--- src/rtl/mms_sample_loader_pkg.sv ---
// Shared definitions for the max/min selector front end.
// Holds the sample width, the group size, the select-bit meaning
// used by the downstream selector, and the bank identifier type
// used for the ping-pong read and write pointers.
package mms_sample_loader_pkg;

    localparam int unsigned DATA_W = 8;
    localparam int unsigned NUM    = 8;
    localparam int unsigned IDX_W  = $clog2(NUM);

    localparam logic SEL_MIN = 1'b1;
    localparam logic SEL_MAX = 1'b0;

    typedef enum logic {
        BANK_A = 1'b0,
        BANK_B = 1'b1
    } bank_t;

    function automatic bank_t other_bank(input bank_t b);
        return (b == BANK_A) ? BANK_B : BANK_A;
    endfunction

endpackage

--- src/rtl/mms_sample_loader_bank.sv ---
// One group buffer: NUM samples of DATA_W bits plus the select bit
// of the group. Written one sample at a time through an indexed port,
// read out as a flat vector (sample i at bits [i*DATA_W +: DATA_W]).
// Ports:
//   clk, reset   clock, asynchronous active-high reset
//   i_we         write enable for the sample at i_widx
//   i_widx       sample index to write
//   i_wdata      sample value
//   i_wsel_en    also load the select register on this write
//   i_wsel       select bit value
//   o_data       all NUM samples, flattened
//   o_sel        stored select bit
module mms_sample_loader_bank
    import mms_sample_loader_pkg::*;
#(
    parameter int unsigned DATA_W = mms_sample_loader_pkg::DATA_W
) (
    input  logic                  clk,
    input  logic                  reset,
    input  logic                  i_we,
    input  logic [IDX_W-1:0]      i_widx,
    input  logic [DATA_W-1:0]     i_wdata,
    input  logic                  i_wsel_en,
    input  logic                  i_wsel,
    output logic [NUM*DATA_W-1:0] o_data,
    output logic                  o_sel
);

    logic [DATA_W-1:0] r_mem [NUM];
    logic              r_sel;

    always_ff @(posedge clk or posedge reset) begin
        if (reset) begin
            for (int unsigned i = 0; i < NUM; i++) begin
                r_mem[i] <= '0;
            end
            r_sel <= 1'b0;
        end else if (i_we) begin
            r_mem[i_widx] <= i_wdata;
            if (i_wsel_en) begin
                r_sel <= i_wsel;
            end
        end
    end

    for (genvar g = 0; g < NUM; g++) begin : g_flat
        assign o_data[g*DATA_W +: DATA_W] = r_mem[g];
    end

    assign o_sel = r_sel;

endmodule

--- src/rtl/mms_sample_loader.sv ---
// Serial-to-parallel front end for the 8-number max/min selector.
// Accepts one sample per cycle, collects groups of NUM samples into
// two ping-pong banks and presents the oldest complete group on
// number0..number7 with its select bit. Upstream stalls only when
// both banks hold complete groups.
// Ports:
//   clk, reset            clock, asynchronous active-high reset
//   clear                 synchronous flush of buffered groups
//   in_valid/in_ready     sample handshake
//   in_data, in_select    sample and select bit (select taken at index 0)
//   out_valid/out_ready   group handshake
//   out_select            select bit of the presented group
//   number0..number7      presented group, in arrival order
//   fill_cnt              samples already in the write bank
module mms_sample_loader
    import mms_sample_loader_pkg::*;
#(
    parameter int unsigned DATA_W = mms_sample_loader_pkg::DATA_W
) (
    input  logic              clk,
    input  logic              reset,
    input  logic              clear,
    input  logic              in_valid,
    output logic              in_ready,
    input  logic [DATA_W-1:0] in_data,
    input  logic              in_select,
    output logic              out_valid,
    input  logic              out_ready,
    output logic              out_select,
    output logic [DATA_W-1:0] number0,
    output logic [DATA_W-1:0] number1,
    output logic [DATA_W-1:0] number2,
    output logic [DATA_W-1:0] number3,
    output logic [DATA_W-1:0] number4,
    output logic [DATA_W-1:0] number5,
    output logic [DATA_W-1:0] number6,
    output logic [DATA_W-1:0] number7,
    output logic [3:0]        fill_cnt
);

    bank_t            r_wr_sel;
    bank_t            r_rd_sel;
    logic [IDX_W-1:0] r_wr_idx;
    logic [1:0]       r_full;

    logic                  w_accept;
    logic                  w_complete;
    logic                  w_release;
    logic [1:0]            w_full_nxt;
    logic                  w_we_a;
    logic                  w_we_b;
    logic                  w_sel_en;
    logic [NUM*DATA_W-1:0] w_data_a;
    logic [NUM*DATA_W-1:0] w_data_b;
    logic                  w_sel_a;
    logic                  w_sel_b;
    logic [NUM*DATA_W-1:0] w_rd_data;

    // in_ready depends only on registered state, so out_ready never
    // reaches it combinationally.
    assign in_ready   = !r_full[r_wr_sel];
    assign out_valid  = r_full[r_rd_sel];

    // clear wins over both handshakes in the same cycle.
    assign w_accept   = in_valid && in_ready && !clear;
    assign w_complete = w_accept && (r_wr_idx == IDX_W'(NUM - 1));
    assign w_release  = out_valid && out_ready && !clear;

    assign w_sel_en   = (r_wr_idx == '0);
    assign w_we_a     = w_accept && (r_wr_sel == BANK_A);
    assign w_we_b     = w_accept && (r_wr_sel == BANK_B);

    // Completion and release always address different banks: release
    // needs full[rd_sel] set, completion needs full[wr_sel] clear.
    always_comb begin
        w_full_nxt = r_full;
        if (w_release) begin
            w_full_nxt[r_rd_sel] = 1'b0;
        end
        if (w_complete) begin
            w_full_nxt[r_wr_sel] = 1'b1;
        end
    end

    always_ff @(posedge clk or posedge reset) begin
        if (reset) begin
            r_wr_sel <= BANK_A;
            r_rd_sel <= BANK_A;
            r_wr_idx <= '0;
            r_full   <= '0;
        end else if (clear) begin
            r_wr_sel <= BANK_A;
            r_rd_sel <= BANK_A;
            r_wr_idx <= '0;
            r_full   <= '0;
        end else begin
            r_full <= w_full_nxt;
            if (w_accept) begin
                r_wr_idx <= r_wr_idx + 1'b1;
            end
            if (w_complete) begin
                r_wr_sel <= other_bank(r_wr_sel);
            end
            if (w_release) begin
                r_rd_sel <= other_bank(r_rd_sel);
            end
        end
    end

    mms_sample_loader_bank #(
        .DATA_W (DATA_W)
    ) u_bank_a (
        .clk       (clk),
        .reset     (reset),
        .i_we      (w_we_a),
        .i_widx    (r_wr_idx),
        .i_wdata   (in_data),
        .i_wsel_en (w_sel_en),
        .i_wsel    (in_select),
        .o_data    (w_data_a),
        .o_sel     (w_sel_a)
    );

    mms_sample_loader_bank #(
        .DATA_W (DATA_W)
    ) u_bank_b (
        .clk       (clk),
        .reset     (reset),
        .i_we      (w_we_b),
        .i_widx    (r_wr_idx),
        .i_wdata   (in_data),
        .i_wsel_en (w_sel_en),
        .i_wsel    (in_select),
        .o_data    (w_data_b),
        .o_sel     (w_sel_b)
    );

    assign w_rd_data  = (r_rd_sel == BANK_B) ? w_data_b : w_data_a;
    assign out_select = (r_rd_sel == BANK_B) ? w_sel_b  : w_sel_a;

    assign number0 = w_rd_data[0*DATA_W +: DATA_W];
    assign number1 = w_rd_data[1*DATA_W +: DATA_W];
    assign number2 = w_rd_data[2*DATA_W +: DATA_W];
    assign number3 = w_rd_data[3*DATA_W +: DATA_W];
    assign number4 = w_rd_data[4*DATA_W +: DATA_W];
    assign number5 = w_rd_data[5*DATA_W +: DATA_W];
    assign number6 = w_rd_data[6*DATA_W +: DATA_W];
    assign number7 = w_rd_data[7*DATA_W +: DATA_W];

    assign fill_cnt = 4'(r_wr_idx);

endmodule
--- config.mk ---
export PLATFORM = sky130hd
export DESIGN_NAME = mms_sample_loader
export DESIGN_NICKNAME = d
export VERILOG_FILES = /design/src/rtl/mms_sample_loader_pkg.sv /design/src/rtl/mms_sample_loader_bank.sv /design/src/rtl/mms_sample_loader.sv
export SDC_FILE = /design/constraint.sdc
export NUM_CORES = 1
export LEC_CHECK = 0
export CORE_UTILIZATION = 38
export CTS_CLUSTER_DIAMETER = 50
export CTS_CLUSTER_SIZE = 14
export DETAILED_ROUTE_END_ITERATION = 10
export HOLD_SLACK_MARGIN = 0.1
export PLACE_DENSITY_LB_ADDON = 0.05
export SLEW_MARGIN = 10
export SYNTH_ARGS = -nofsm -noshare
export SYNTH_HDL_FRONTEND = slang
export SYNTH_SLANG_ARGS = --single-unit
--- constraint.sdc ---
create_clock -name clk -period 4.6 [get_ports clk]
set_input_delay 0.69 -clock clk [delete_from_list [all_inputs] [get_ports clk]]
set_output_delay 0.69 -clock clk [all_outputs]
set_load 0.01 [all_outputs]
==> summary.md <==
| Metric | Value |
|---|---|
| Run status | `finished clean` |
| First-pass GRT wire length | `22300 µm` |
| Crit-path slowest cell | `dfrtp_2` |
| Chip width | `129 µm` |
| Post-synth ARST share | `100%` |
| WL/cell | `18.9 µm` |
| Slew @ Worst Pin | `911 ps` |
| Max Fanout on Critical Path | `47` |
| Period utilisation layout | `68.1%` |
| Worst R2R Path Depth | `3` |
| DRT antenna net count | `0` |
| Yosys cell types | `37` |
| GR Util All Layers | `18.1%` |
| FF-to-FF setup slack | `2480 ps` |
| Hold depth | `1` |
| Initial antenna violation count | `0` |
| Largest net degree at the start of global routing | `70` |
| Port buffer count | `83` |
| Root Buffer | `clkbuf_16` |
| CP endpoint kind | `output port` |
| Drt total wl | `13700 µm` |
| Routability cong. | `0.737` |
| Share of cells above drive strength 1 | `47.0%` |
| Reg-to-Reg End | `u_bank_a.o_data[44]$_DFFE_PP0P_` |
| Clock tree sinks | `137` |
| Total CTS buffers | `17` |
| Power Density | `408 nW/µm²` |
| Worst clock skew | `6.11 ps` |
| Diode count | `0` |
| Static Leakage | `3.53 nW` |
| Area contributors post-synth | `dfrtp_1 (56%), mux2_2 (36%), clkbuf_1 (1.2%)` |
| Die area | `16700 µm²` |
| Area growth syn-to-layout | `25.9%` |
| CTS tree | `built` |
| WHS Endpoint | `u_bank_b.o_data[54]$_DFFE_PP0P_` |
| Top-count cell post-synth | `mux2_2` |
| Critical path's largest stage delay | `740 ps` |
| Min-delay src | `u_bank_b.o_data[54]$_DFFE_PP0P_` |
| Register bit total from synthesis | `137` |
| Clk pin slew, worst setup/hold paths | `60 ps` |
| Skew-Pair Late Insertion Delay | `410 ps` |
| Main synth FF type | `dfrtp_1` |
| I/O pins | `85` |
| DR vias | `3643` |
| TNS Setup | `0 ps` |
| Standard-cell rows | `46` |
| Post-cts resize count | `0` |
| Worst relative slew slack | `39.3%` |
| DRT Pass-1 Iters | `4` |
| Syn Inst Count | `420` |
| Post-synth top area cell | `dfrtp_1` |
| CTS max path bufs | `2` |
| RSZ-0062 raised after global routing | `no` |
| Most frequent cells after synthesis | `mux2_2 (196), dfrtp_1 (137), clkbuf_1 (20), nand2_1 (9), nor2_2 (6)` |
| Residual DRC count | `0` |
| Number of max-cap violations | `0` |
| Critical path launch point type | `flip-flop` |
| Hpwl dp | `8870 µm` |
| Synthesis Warnings | `0` |
| GR Overflow Total | `0` |
| CP Cell Sequence | `buf_12, mux2_2, clkdlybuf4s50_1` |
| Sequential fraction of the synthesis area | `55.8%` |
| Final Hold Violating Endpoints | `0` |
| Worst R2R Start | `r_full[0]$_DFF_PP0_` |
| Hold crit path type | `reg -> reg` |
| CP arrival | `2440 ps` |
| Syn_area_per_cell | `14.6 µm²` |
| Die height | `129 µm` |
| Synthesized Nets | `437` |
| Initial Util | `38.8%` |
| Post CTS Setup Buffer Count | `0` |
| Hold Slack | `500 ps` |
| # setup viols final | `0` |
| Worst vdd ir | `0.270 mV` |
| Yosys top cell area share | `55.8%` |
| CTS H-tree lvls | `4` |
| Fin crit period | `3130 ps` |
| Vias in the first global route | `3968` |
| Core region area | `15800 µm²` |
| Iter 0 DRT Violations | `168` |
| Vias per cell | `5.02` |
| Post-synthesis instance area | `6150 µm²` |
| Crit path launch | `r_rd_sel$_DFFE_PP0P_` |
| Post-synth EDFFs | `0` |
| Slew Limit Fails | `0` |
| Post-CTS Hold Fix Bufs | `0` |
| Fin nets | `517` |
| Critical Path RT | `3910 ps` |
| Crit Path Class | `reg -> out` |
| F_max | `0.319 GHz` |
## logic make-up after synthesis
family	synth area share (%)
mux	36.1
buf+inv	2.03
flops	55.8
simple gates	4.35
fa+ha+maj	0.611
other cells	0.0610
compound gates	1.12
## layer usage
| layer | up-vias | share of wire (%) | track usage (%) |
|---|---|---|---|
| li1 | 1655 | - | - |
| met1 | 1909 | 47 | 24.3 |
| met2 | 68 | 49 | 28.7 |
| met3 | 11 | 3.0 | 4.05 |
| met4 | 0 | 1.1 | 6.64 |
| met5 | - | 0 | 0 |
## final cells by class
type	instances	area [µm²]
fillers	1388	8080
multi-input cells	252	2590
inverters	5	21.3
well taps	216	270
repair buffers	87	886
flip-flops and latches	137	3430
clock inverters	4	70.1
clock buffers	24	472
## sequential cells by signal, indices dropped and copies added (netlist names)
signal,flops
u_bank_a.o_data,64
u_bank_b.o_data,64
r_wr_idx,3
r_full,2
r_rd_sel,1
r_wr_sel,1
u_bank_a.o_sel,1
u_bank_b.o_sel,1
## worst max-delay path: cells and delay by family (launching register included)
family	cells	cell delay, ps
flip-flops	1	740
multiplexers	1	400
buffers and inverters	2	850
## worst max path at each step
stage | endpoint | cells after the start
after global routing | number7[4] | 3
after detailed placement | u_bank_a.o_data[44]$_DFFE_PP0P_ | 4
final | number7[5] | 3
after floorplan | r_full[0]$_DFF_PP0_ | 1
after global placement | u_bank_b.o_data[24]$_DFFE_PP0P_ | 4
after CTS | number7[4] | 3
## metrics by stage
step	util (%)	instances	power, mW	cell area (µm²)	setup WS, ps
after floorplan	-	420	1.64	6150	242
after global placement	45.5	697	1.90	7200	1680
after detailed placement	45.5	697	1.91	7200	1670
after CTS	48.9	725	3.21	7740	1400
after global routing	48.9	725	3.31	7740	1360
final	48.9	725	3.16	7740	1470
## power breakdown
part	internal (mW)	switching, mW	leakage [nW]	total [mW]
sequential	1.31	0.0511	1.84	1.36
clock	0.812	0.464	0.266	1.28
combinational	0.323	0.204	1.42	0.527
## placed cells by master (no fill, tap or decap), drive strengths merged, types with 2 or more instances in the layout
cell type / n
mux2: 196
dfrtp: 137
clkdlybuf4s50: 83
clkbuf: 24
nand2: 12
nor2: 9
inv: 5
buf: 4
nand3b: 3
a21oi: 3
ha: 3
nand3: 3
nor3: 3
nor3b: 2
o21ai: 2
nand4: 2
bufinv: 2
clkinv: 2
No activity file was read; power rests on OpenSTA's default activity.
